### src/rtl/cam_capture_addr_gen.sv
// Camera capture write-address generator.
// Assembles OV7670 RGB565 byte pairs and decimates the 640x480 stream 2:1 in
// both directions. Each kept pixel becomes one RGB444 write into a 320x240
// frame buffer.
// Ports:
//   clk        camera pixel clock (PCLK), rising edge
//   rst        asynchronous active-low reset
//   vsync      camera VSYNC, high during vertical blanking
//   href       camera HREF, high while active bytes are on d
//   d          camera data byte
//   pixel_addr frame-buffer write address (holds its last written value)
//   wdata      RGB444 write data
//   wea        one-cycle write strobe per stored pixel
//   frame_done one-cycle pulse when a captured frame ends
module cam_capture_addr_gen #(
    parameter int unsigned H_ACTIVE = 640,
    parameter int unsigned V_ACTIVE = 480,
    parameter int unsigned FB_WIDTH = H_ACTIVE / 2,
    parameter int unsigned FB_DEPTH = FB_WIDTH * (V_ACTIVE / 2)
) (
    input  logic        clk,
    input  logic        rst,
    input  logic        vsync,
    input  logic        href,
    input  logic [7:0]  d,
    output logic [16:0] pixel_addr,
    output logic [11:0] wdata,
    output logic        wea,
    output logic        frame_done
);

    localparam int unsigned AW = 17;
    localparam int unsigned CW = 11;
    localparam int unsigned RW = 10;
    localparam int unsigned PW = 12;

    typedef enum logic [0:0] {
        WAIT_FRAME = 1'b0,
        CAPTURE    = 1'b1
    } state_e;

    state_e          state_q, state_d;
    logic            vsync_q, href_q;
    logic            phase_q, phase_d;
    logic [7:0]      hi_q, hi_d;
    logic [CW-1:0]   col_q, col_d;
    logic [RW-1:0]   row_q, row_d;
    logic [AW-1:0]   addr_q, addr_d;
    logic            full_q, full_d;
    logic [AW-1:0]   pixel_addr_q, pixel_addr_d;
    logic [PW-1:0]   wdata_q, wdata_d;
    logic            wea_q, wea_d;
    logic            frame_done_q, frame_done_d;

    logic vsync_rise, vsync_fall, href_fall, keep;

    // Edges compare the live input against its one-cycle-delayed copy.
    assign vsync_rise = vsync & ~vsync_q;
    assign vsync_fall = ~vsync & vsync_q;
    assign href_fall  = ~href & href_q;

    // Store only even col / even row inside the active window, until the buffer is full.
    assign keep = ~col_q[0] && ~row_q[0] &&
                  (col_q < CW'(H_ACTIVE)) && (row_q < RW'(V_ACTIVE)) && ~full_q;

    // Next-state and output logic.
    always_comb begin
        state_d      = state_q;
        phase_d      = phase_q;
        hi_d         = hi_q;
        col_d        = col_q;
        row_d        = row_q;
        addr_d       = addr_q;
        full_d       = full_q;
        pixel_addr_d = pixel_addr_q;
        wdata_d      = wdata_q;
        wea_d        = 1'b0;
        frame_done_d = 1'b0;

        case (state_q)
            WAIT_FRAME: begin
                if (vsync_fall) begin
                    col_d   = '0;
                    row_d   = '0;
                    phase_d = 1'b0;
                    addr_d  = '0;
                    full_d  = 1'b0;
                    state_d = CAPTURE;
                end
            end
            CAPTURE: begin
                // vsync wins over a coincident href fall; the open line is dropped.
                if (vsync_rise) begin
                    frame_done_d = 1'b1;
                    phase_d      = 1'b0;
                    state_d      = WAIT_FRAME;
                end else if (href) begin
                    if (!phase_q) begin
                        hi_d    = d;
                        phase_d = 1'b1;
                    end else begin
                        phase_d = 1'b0;
                        if (col_q < CW'(H_ACTIVE)) begin
                            col_d = col_q + CW'(1);
                        end
                        if (keep) begin
                            wea_d        = 1'b1;
                            pixel_addr_d = addr_q;
                            // RGB565 {hi,d} -> R[4:1], G[5:2], B[4:1]
                            wdata_d      = {hi_q[7:4], hi_q[2:0], d[7], d[4:1]};
                            if (addr_q == AW'(FB_DEPTH - 1)) begin
                                full_d = 1'b1;
                            end else begin
                                addr_d = addr_q + AW'(1);
                            end
                        end
                    end
                end else if (href_fall) begin
                    phase_d = 1'b0;
                    col_d   = '0;
                    if (row_q < RW'(V_ACTIVE)) begin
                        row_d = row_q + RW'(1);
                    end
                end
            end
            default: state_d = WAIT_FRAME;
        endcase
    end

    // State and output registers.
    always_ff @(posedge clk or negedge rst) begin
        if (!rst) begin
            state_q      <= WAIT_FRAME;
            vsync_q      <= 1'b0;
            href_q       <= 1'b0;
            phase_q      <= 1'b0;
            hi_q         <= '0;
            col_q        <= '0;
            row_q        <= '0;
            addr_q       <= '0;
            full_q       <= 1'b0;
            pixel_addr_q <= '0;
            wdata_q      <= '0;
            wea_q        <= 1'b0;
            frame_done_q <= 1'b0;
        end else begin
            state_q      <= state_d;
            vsync_q      <= vsync;
            href_q       <= href;
            phase_q      <= phase_d;
            hi_q         <= hi_d;
            col_q        <= col_d;
            row_q        <= row_d;
            addr_q       <= addr_d;
            full_q       <= full_d;
            pixel_addr_q <= pixel_addr_d;
            wdata_q      <= wdata_d;
            wea_q        <= wea_d;
            frame_done_q <= frame_done_d;
        end
    end

    assign pixel_addr = pixel_addr_q;
    assign wdata      = wdata_q;
    assign wea        = wea_q;
    assign frame_done = frame_done_q;

endmodule

### config.mk
export PLATFORM = sky130hd
export DESIGN_NAME = cam_capture_addr_gen
export DESIGN_NICKNAME = d
export VERILOG_FILES = /design/src/rtl/cam_capture_addr_gen.sv
export SDC_FILE = /design/constraint.sdc
export NUM_CORES = 1
export LEC_CHECK = 0
export CORE_MARGIN = 3
export CORE_UTILIZATION = 60
export CTS_BUF_LIST = sky130_fd_sc_hd__clkbuf_4 sky130_fd_sc_hd__clkbuf_8
export DETAILED_ROUTE_END_ITERATION = 6
export HOLD_SLACK_MARGIN = 0.08
export PLACE_DENSITY = 0.9
export SLEW_MARGIN = 5
export SYNTH_ARGS = -nofsm -noshare
export SYNTH_HDL_FRONTEND = slang
export SYNTH_SLANG_ARGS = --single-unit
### constraint.sdc
create_clock -name clk -period 6.6 [get_ports clk]
set_clock_uncertainty 0.2 [all_clocks]
set_input_delay 1.65 -clock clk [delete_from_list [all_inputs] [get_ports clk]]
set_output_delay 1.65 -clock clk [all_outputs]
set_load 0.05 [all_outputs]
==> results.json, run 1 <==
{
  "maxCapViolCount": 0,
  "ant_nets": 0,
  "synth_fa_ha_area_share_pct": 0.998,
  "slew_viol_final": 0,
  "place_worst_setup_slack_ns": 1.97,
  "rr_startpoint": "state_q",
  "synth_top_family_by_area": "simple AND/OR/NAND/NOR gates",
  "worst-slew-pin-transition_ns": 0.984,
  "clk_pin_slew_ns": 0.08,
  "cts_made_buffers": 9,
  "max_clock_freq_mhz": 232,
  "async_reset_ff_share_pct": 100,
  "finalWorstSetupSlack_ns": 2.29,
  "clock-sinks": 81,
  "io_buffers": 42,
  "drt_iter0_markers": 280,
  "area_growth_syn_to_layout_pct": 17.6,
  "regArea_um2": 2030,
  "final_cell_mix": "nand2_1 (104), dfrtp_1 (81), clkdlybuf4s50_1 (41), nor2_1 (23), o21ai_0 (19)",
  "synth_top_area_share_pct": 53.9,
  "dieArea_um2": 7250,
  "cts_tree": "done",
  "ctsResizeCount": 0,
  "crit_chain": "clkdlybuf4s50_1 > nand2_1 > nor4_4 > nand2_2 > inv_2 > nand4_1 > o221ai_1",
  "min_period_ns": 4.31,
  "final-setup-viol-count": 0,
  "cp_slowest_cell": "clkdlybuf4s50_1",
  "crit_type": "input pin to flip-flop",
  "reg2reg_depth": 6,
  "critPathTopFamily": "simple AND/OR/NAND/NOR gates",
  "outcome": "finished clean",
  "leakage_nw": 2.06,
  "synth-edff-count": 0,
  "cp.buffers_inverters": 2,
  "rr_endpoint": "addr_q[16]",
  "worstHoldEndpoint": "wdata[9]",
  "cp-startpoint": "href",
  "startpoint_type": "input pin",
  "powerDensity_nw_per_um2": 345,
  "synth.area.top_cells": "dfrtp_1 (54%), nand2_1 (10%), o21ai_0 (2.5%)",
  "drc_errors": 0,
  "ctsHoldBuffers": 0,
  "yosysUniqueCellTypes": 59,
  "irDropWorstVdd_uv": 286,
  "critPathRequiredTime_ns": 6.67,
  "cp_slowest_stage_delay_ns": 0.58,
  "grt_max_degree": 82,
  "yosys.area.top_type": "dfrtp_1",
  "synth_compound_area_share_pct": 11.4,
  "root_buffer": "clkbuf_8",
  "slew_headroom_pct": 34.4,
  "synth_xor_xnor_area_share_pct": 2.79,
  "grt_overflow": 0,
  "synthesis.area_um2": 3760,
  "cts_buffer_depth": 2,
  "die_w_um": 85.2,
  "grt_pass1_vias": 2971,
  "worstPathMaxFanout": 36,
  "io_pins": 43,
  "ys_warn_count": 0,
  "clock_latency_ns": 0.36,
  "htree_levels": 3,
  "num_antenna_cells": 0,
  "grt_pass1_wl_um": 13700,
  "hold_violations": 0,
  "wl_per_cell_um": 16.2,
  "hp-start": "hi_q[5]",
  "grt_usage_pct": 23.9,
  "crit_cells": 7,
  "fp-row-count": 28,
  "post_cts_buffers": 0,
  "drtPass1Iterations": 5,
  "start_util_pct": 62.8,
  "rsz0062_at_grt": "no",
  "worstPathArrival_ns": 4.38,
  "synth_seq_area_share_pct": 53.9,
  "place_area_um2": 4210,
  "synth_area_per_cell_um2": 9.79,
  "via_per_inst": 6.13,
  "gp_congestion": 0.931,
  "timing.setup.tns_ns": 0,
  "synth_fp_nets": 399,
  "num_vias": 3088,
  "layout_commonest_cell": "nand2_1",
  "die_h_um": 85.2,
  "fin_nets": 440,
  "grt_antenna_before_repair": 0,
  "post-route-period-util_pct": 65.3,
  "synthMuxAreaShare_pct": 2.66,
  "r2r_slack_ns": 3.17,
  "multi_input_area_um2": 1630,
  "hpwl_um": 5310,
  "synthSimpleGateAreaFrac_pct": 25.4,
  "synth_top_flop_cell": "dfrtp_1",
  "min_path_cells": 2,
  "netlist_instances": 384,
  "layout-drive-gt1-share_pct": 9.32,
  "core-area_um2": 5990,
  "routed_wl_um": 8140,
  "worstSetupEndpointType": "flip-flop",
  "min_path_type": "flip-flop to flip-flop",
  "nFillCells": 433,
  "final_area_um2": 4420,
  "ys_ff_latch": 81
}
## power breakdown
part           leakage [nW]  internal [mW]  switching, mW  total (mW)
Clock                 0.102          0.213          0.182       0.394
Combinational         0.892          0.159          0.302       0.461
Sequential             1.06          0.584         0.0855       0.669
Total                  2.06          0.956          0.569        1.52
## state kept, by name, summed over array words and instances, names as in the netlist
name / cells
wea: 1
addr_q: 17
full_q: 1
hi_q: 7
vsync_q: 1
wdata: 12
state_q: 1
col_q: 11
pixel_addr: 17
phase_q: 1
href_q: 1
frame_done: 1
row_q: 10
## tightest hold or removal path: cells and delay by family (launching register included)
kind	cells	cell delay, ns
DFF	1	0.35
and+or+nand+nor	2	0.10
## per-stage QoR
step | power, mW | std cells | hold slack, ns | utilization (%)
after detailed placement | 1.13 | 489 | 0.266 | 70.2
after floorplan | 0.970 | 384 | 0.235 | -
after global placement | 1.12 | 489 | 0.244 | 70.2
after global routing | 1.60 | 504 | 0.314 | 73.9
final | 1.52 | 504 | 0.278 | 73.9
after CTS | 1.53 | 504 | 0.284 | 73.9
## logic make-up after synthesis
logic type      count (synthesis)
simple gates                  195
mux                             9
fa+ha+maj                       3
xor+xnor                       12
compound gates                 62
buf+inv                        22
flops                          81
## how the worst max path moves through the flow
| stage | to | slack [ns] |
|---|---|---|
| after floorplan | addr_q[6] | 3.32 |
| after global placement | addr_q[16] | 2.05 |
| after detailed placement | addr_q[16] | 1.97 |
| after CTS | addr_q[16] | 2.32 |
| after global routing | addr_q[16] | 2.04 |
| final | addr_q[16] | 2.29 |
## layer usage
layer,share of wire [%],track usage [%],up-vias,routed length (µm)
li1,-,-,1420,-
met4,1.6,9.93,0,129
met3,5.8,4.95,13,469
met2,50,38.3,129,4040
met5,0,0,-,0
met1,43,31.9,1526,3510
## Yosys cell counts, types with 2 or more instances
cell type	count
dfrtp_1	81
and4_1	3
buf_2	4
inv_1	8
a41oi_1	2
a22o_1	5
and2_1	3
and3_1	10
nor4_4	2
o2111ai_1	2
o31ai_1	2
nand2_1	104
or3_1	4
nand3_1	8
clkbuf_1	5
or4_1	3
xnor2_1	2
nor3_1	5
ha_1	3
a21oi_1	8
buf_4	3
or2_1	2
nand4_1	8
mux2_2	8
a221o_1	3
a31oi_1	5
o21ai_0	19
xor2_1	10
nand2b_1	5
nor4_1	3
o211ai_1	4
nor2_1	23
## final cells by class
class / count / area share, %
clock inverter: 6 / 2.09
timing repair buffer: 43 / 9.62
inverter: 9 / 0.764
multi-input combinational: 281 / 36.8
clock buffer: 9 / 2.80
sequential: 81 / 45.8
tap: 75 / 2.12
No activity file was read; power rests on OpenSTA's default activity.
==> run 2: changes to the inputs <==
CORE_UTILIZATION = 58   (was 60)
PLACE_DENSITY = 0.87   (was 0.9)
clock period = 4.31 ns   (was 6.6 ns; I/O delays follow)
==> run 2 against run 1 <==
Against the previous run:
- count of clock-buffer cells in the layout up 1
- design area up 1.2%
- critical path type unchanged
- register-to-register slack worse by 2.0 ns
- power up 59%
- critical path depth down 1
- via count down 2.2%
==> results.json, run 2 (synthesis gave the netlist of run 1 again) <==
{
  "outcome": "finished clean",
  "worstSetupEndpointType": "flip-flop",
  "leakage_nw": 2.09,
  "cts_tree": "done",
  "irDropWorstVdd_uv": 443,
  "hold_violations": 0,
  "rr_startpoint": "state_q",
  "ctsResizeCount": 0,
  "layout-drive-gt1-share_pct": 9.95,
  "dieArea_um2": 7490,
  "clock_latency_ns": 0.35,
  "rsz0062_at_grt": "no",
  "r2r_slack_ns": 1.22,
  "grt_max_degree": 82,
  "grt_antenna_before_repair": 0,
  "startpoint_type": "input pin",
  "grt_overflow": 0,
  "critPathRequiredTime_ns": 4.35,
  "hpwl_um": 5470,
  "min_path_cells": 2,
  "final-setup-viol-count": 0,
  "grt_pass1_vias": 2971,
  "post-route-period-util_pct": 78.5,
  "reg2reg_depth": 5,
  "ctsHoldBuffers": 0,
  "min_path_type": "flip-flop to flip-flop",
  "maxCapViolCount": 0,
  "die_h_um": 86.5,
  "hp-start": "hi_q[0]",
  "cts_made_buffers": 9,
  "drc_errors": 0,
  "final_cell_mix": "nand2_1 (104), dfrtp_1 (81), clkdlybuf4s50_1 (41), nor2_1 (23), o21ai_0 (19)",
  "die_w_um": 86.5,
  "worstHoldEndpoint": "wdata[5]",
  "grt_usage_pct": 24.6,
  "final_area_um2": 4480,
  "htree_levels": 3,
  "clock-sinks": 81,
  "slew_headroom_pct": 33.2,
  "nFillCells": 438,
  "start_util_pct": 61.7,
  "ant_nets": 0,
  "io_buffers": 42,
  "routed_wl_um": 8470,
  "drt_iter0_markers": 286,
  "worstPathMaxFanout": 12,
  "timing.setup.tns_ns": 0,
  "fp-row-count": 28,
  "root_buffer": "clkbuf_8",
  "clk_pin_slew_ns": 0.08,
  "place_area_um2": 4220,
  "drtPass1Iterations": 6,
  "io_pins": 43,
  "crit_type": "input pin to flip-flop",
  "via_per_inst": 5.96,
  "gp_congestion": 0.944,
  "area_growth_syn_to_layout_pct": 19.0,
  "slew_viol_final": 0,
  "post_cts_buffers": 0,
  "powerDensity_nw_per_um2": 540,
  "num_antenna_cells": 0,
  "max_clock_freq_mhz": 295,
  "wl_per_cell_um": 16.7,
  "num_vias": 3021,
  "grt_pass1_wl_um": 14200,
  "layout_commonest_cell": "nand2_1",
  "cts_buffer_depth": 2,
  "worst-slew-pin-transition_ns": 1.00,
  "rr_endpoint": "addr_q[13]",
  "worstPathArrival_ns": 3.42,
  "core-area_um2": 6100,
  "fin_nets": 442,
  "min_period_ns": 3.38
}
## run 2: cell types whose count changed in the layout (fill, tap and decap cells not counted), sizes merged
cell	before	now
buf	2	4
bufinv	2	3
clkbuf	9	10
clkinv	1	2
clkinvlp	2	1
inv	10	9
## run 2: cell type report
cell class | instances | area [µm²] | share of cell area, %
sequential | 81 | 2030 | 45.3
multi-input combinational | 281 | 1630 | 36.4
timing repair buffer | 45 | 440 | 9.84
clock buffer | 10 | 138 | 3.08
clock inverter | 6 | 115 | 2.57
tap | 75 | 93.8 | 2.10
inverter | 9 | 33.8 | 0.755
## run 2: power by group
part / total (mW) / internal [mW] / switching [mW] / leakage (nW)
logic: 0.711 / 0.244 / 0.466 / 0.902
clock network: 0.685 / 0.402 / 0.282 / 0.123
registers: 1.02 / 0.894 / 0.128 / 1.06
total: 2.42 / 1.54 / 0.877 / 2.09
## run 2: worst max path at each step
| stage | start | to |
|---|---|---|
| 3_5_place_dp | href | addr_q[13] |
| 4_1_cts | href | addr_q[13] |
| 2_1_floorplan | vsync | addr_q[6] |
| 3_3_place_gp | vsync | addr_q[13] |
| 5_1_grt | href | addr_q[13] |
| 6_report | href | addr_q[13] |
## run 2: worst max-delay path: stages
cell             delay [ns]
clkdlybuf4s50_1        0.58
nand2_1                0.19
nor4_4                 0.58
a21oi_2                0.22
or2_1                  0.38
a221o_1                0.39
## run 2: per-stage QoR
step	power (mW)	hold WS (ns)	std cells	util [%]	setup slack, ns
floorplan	1.49	0.235	384	-	1.60
detailed placement	1.74	0.262	491	69.3	0.597
global route	2.54	0.300	507	73.4	0.742
CTS	2.43	0.280	507	73.4	0.927
global placement	1.71	0.243	491	69.3	0.705
finish	2.42	0.276	507	73.4	0.926
## run 2: metal layers
layer | part of all wire [%] | GRT usage (%)
met5 | 0 | 0
met4 | 2.8 | 11.5
met3 | 5.8 | 6.65
met2 | 48 | 38.3
met1 | 44 | 32.2
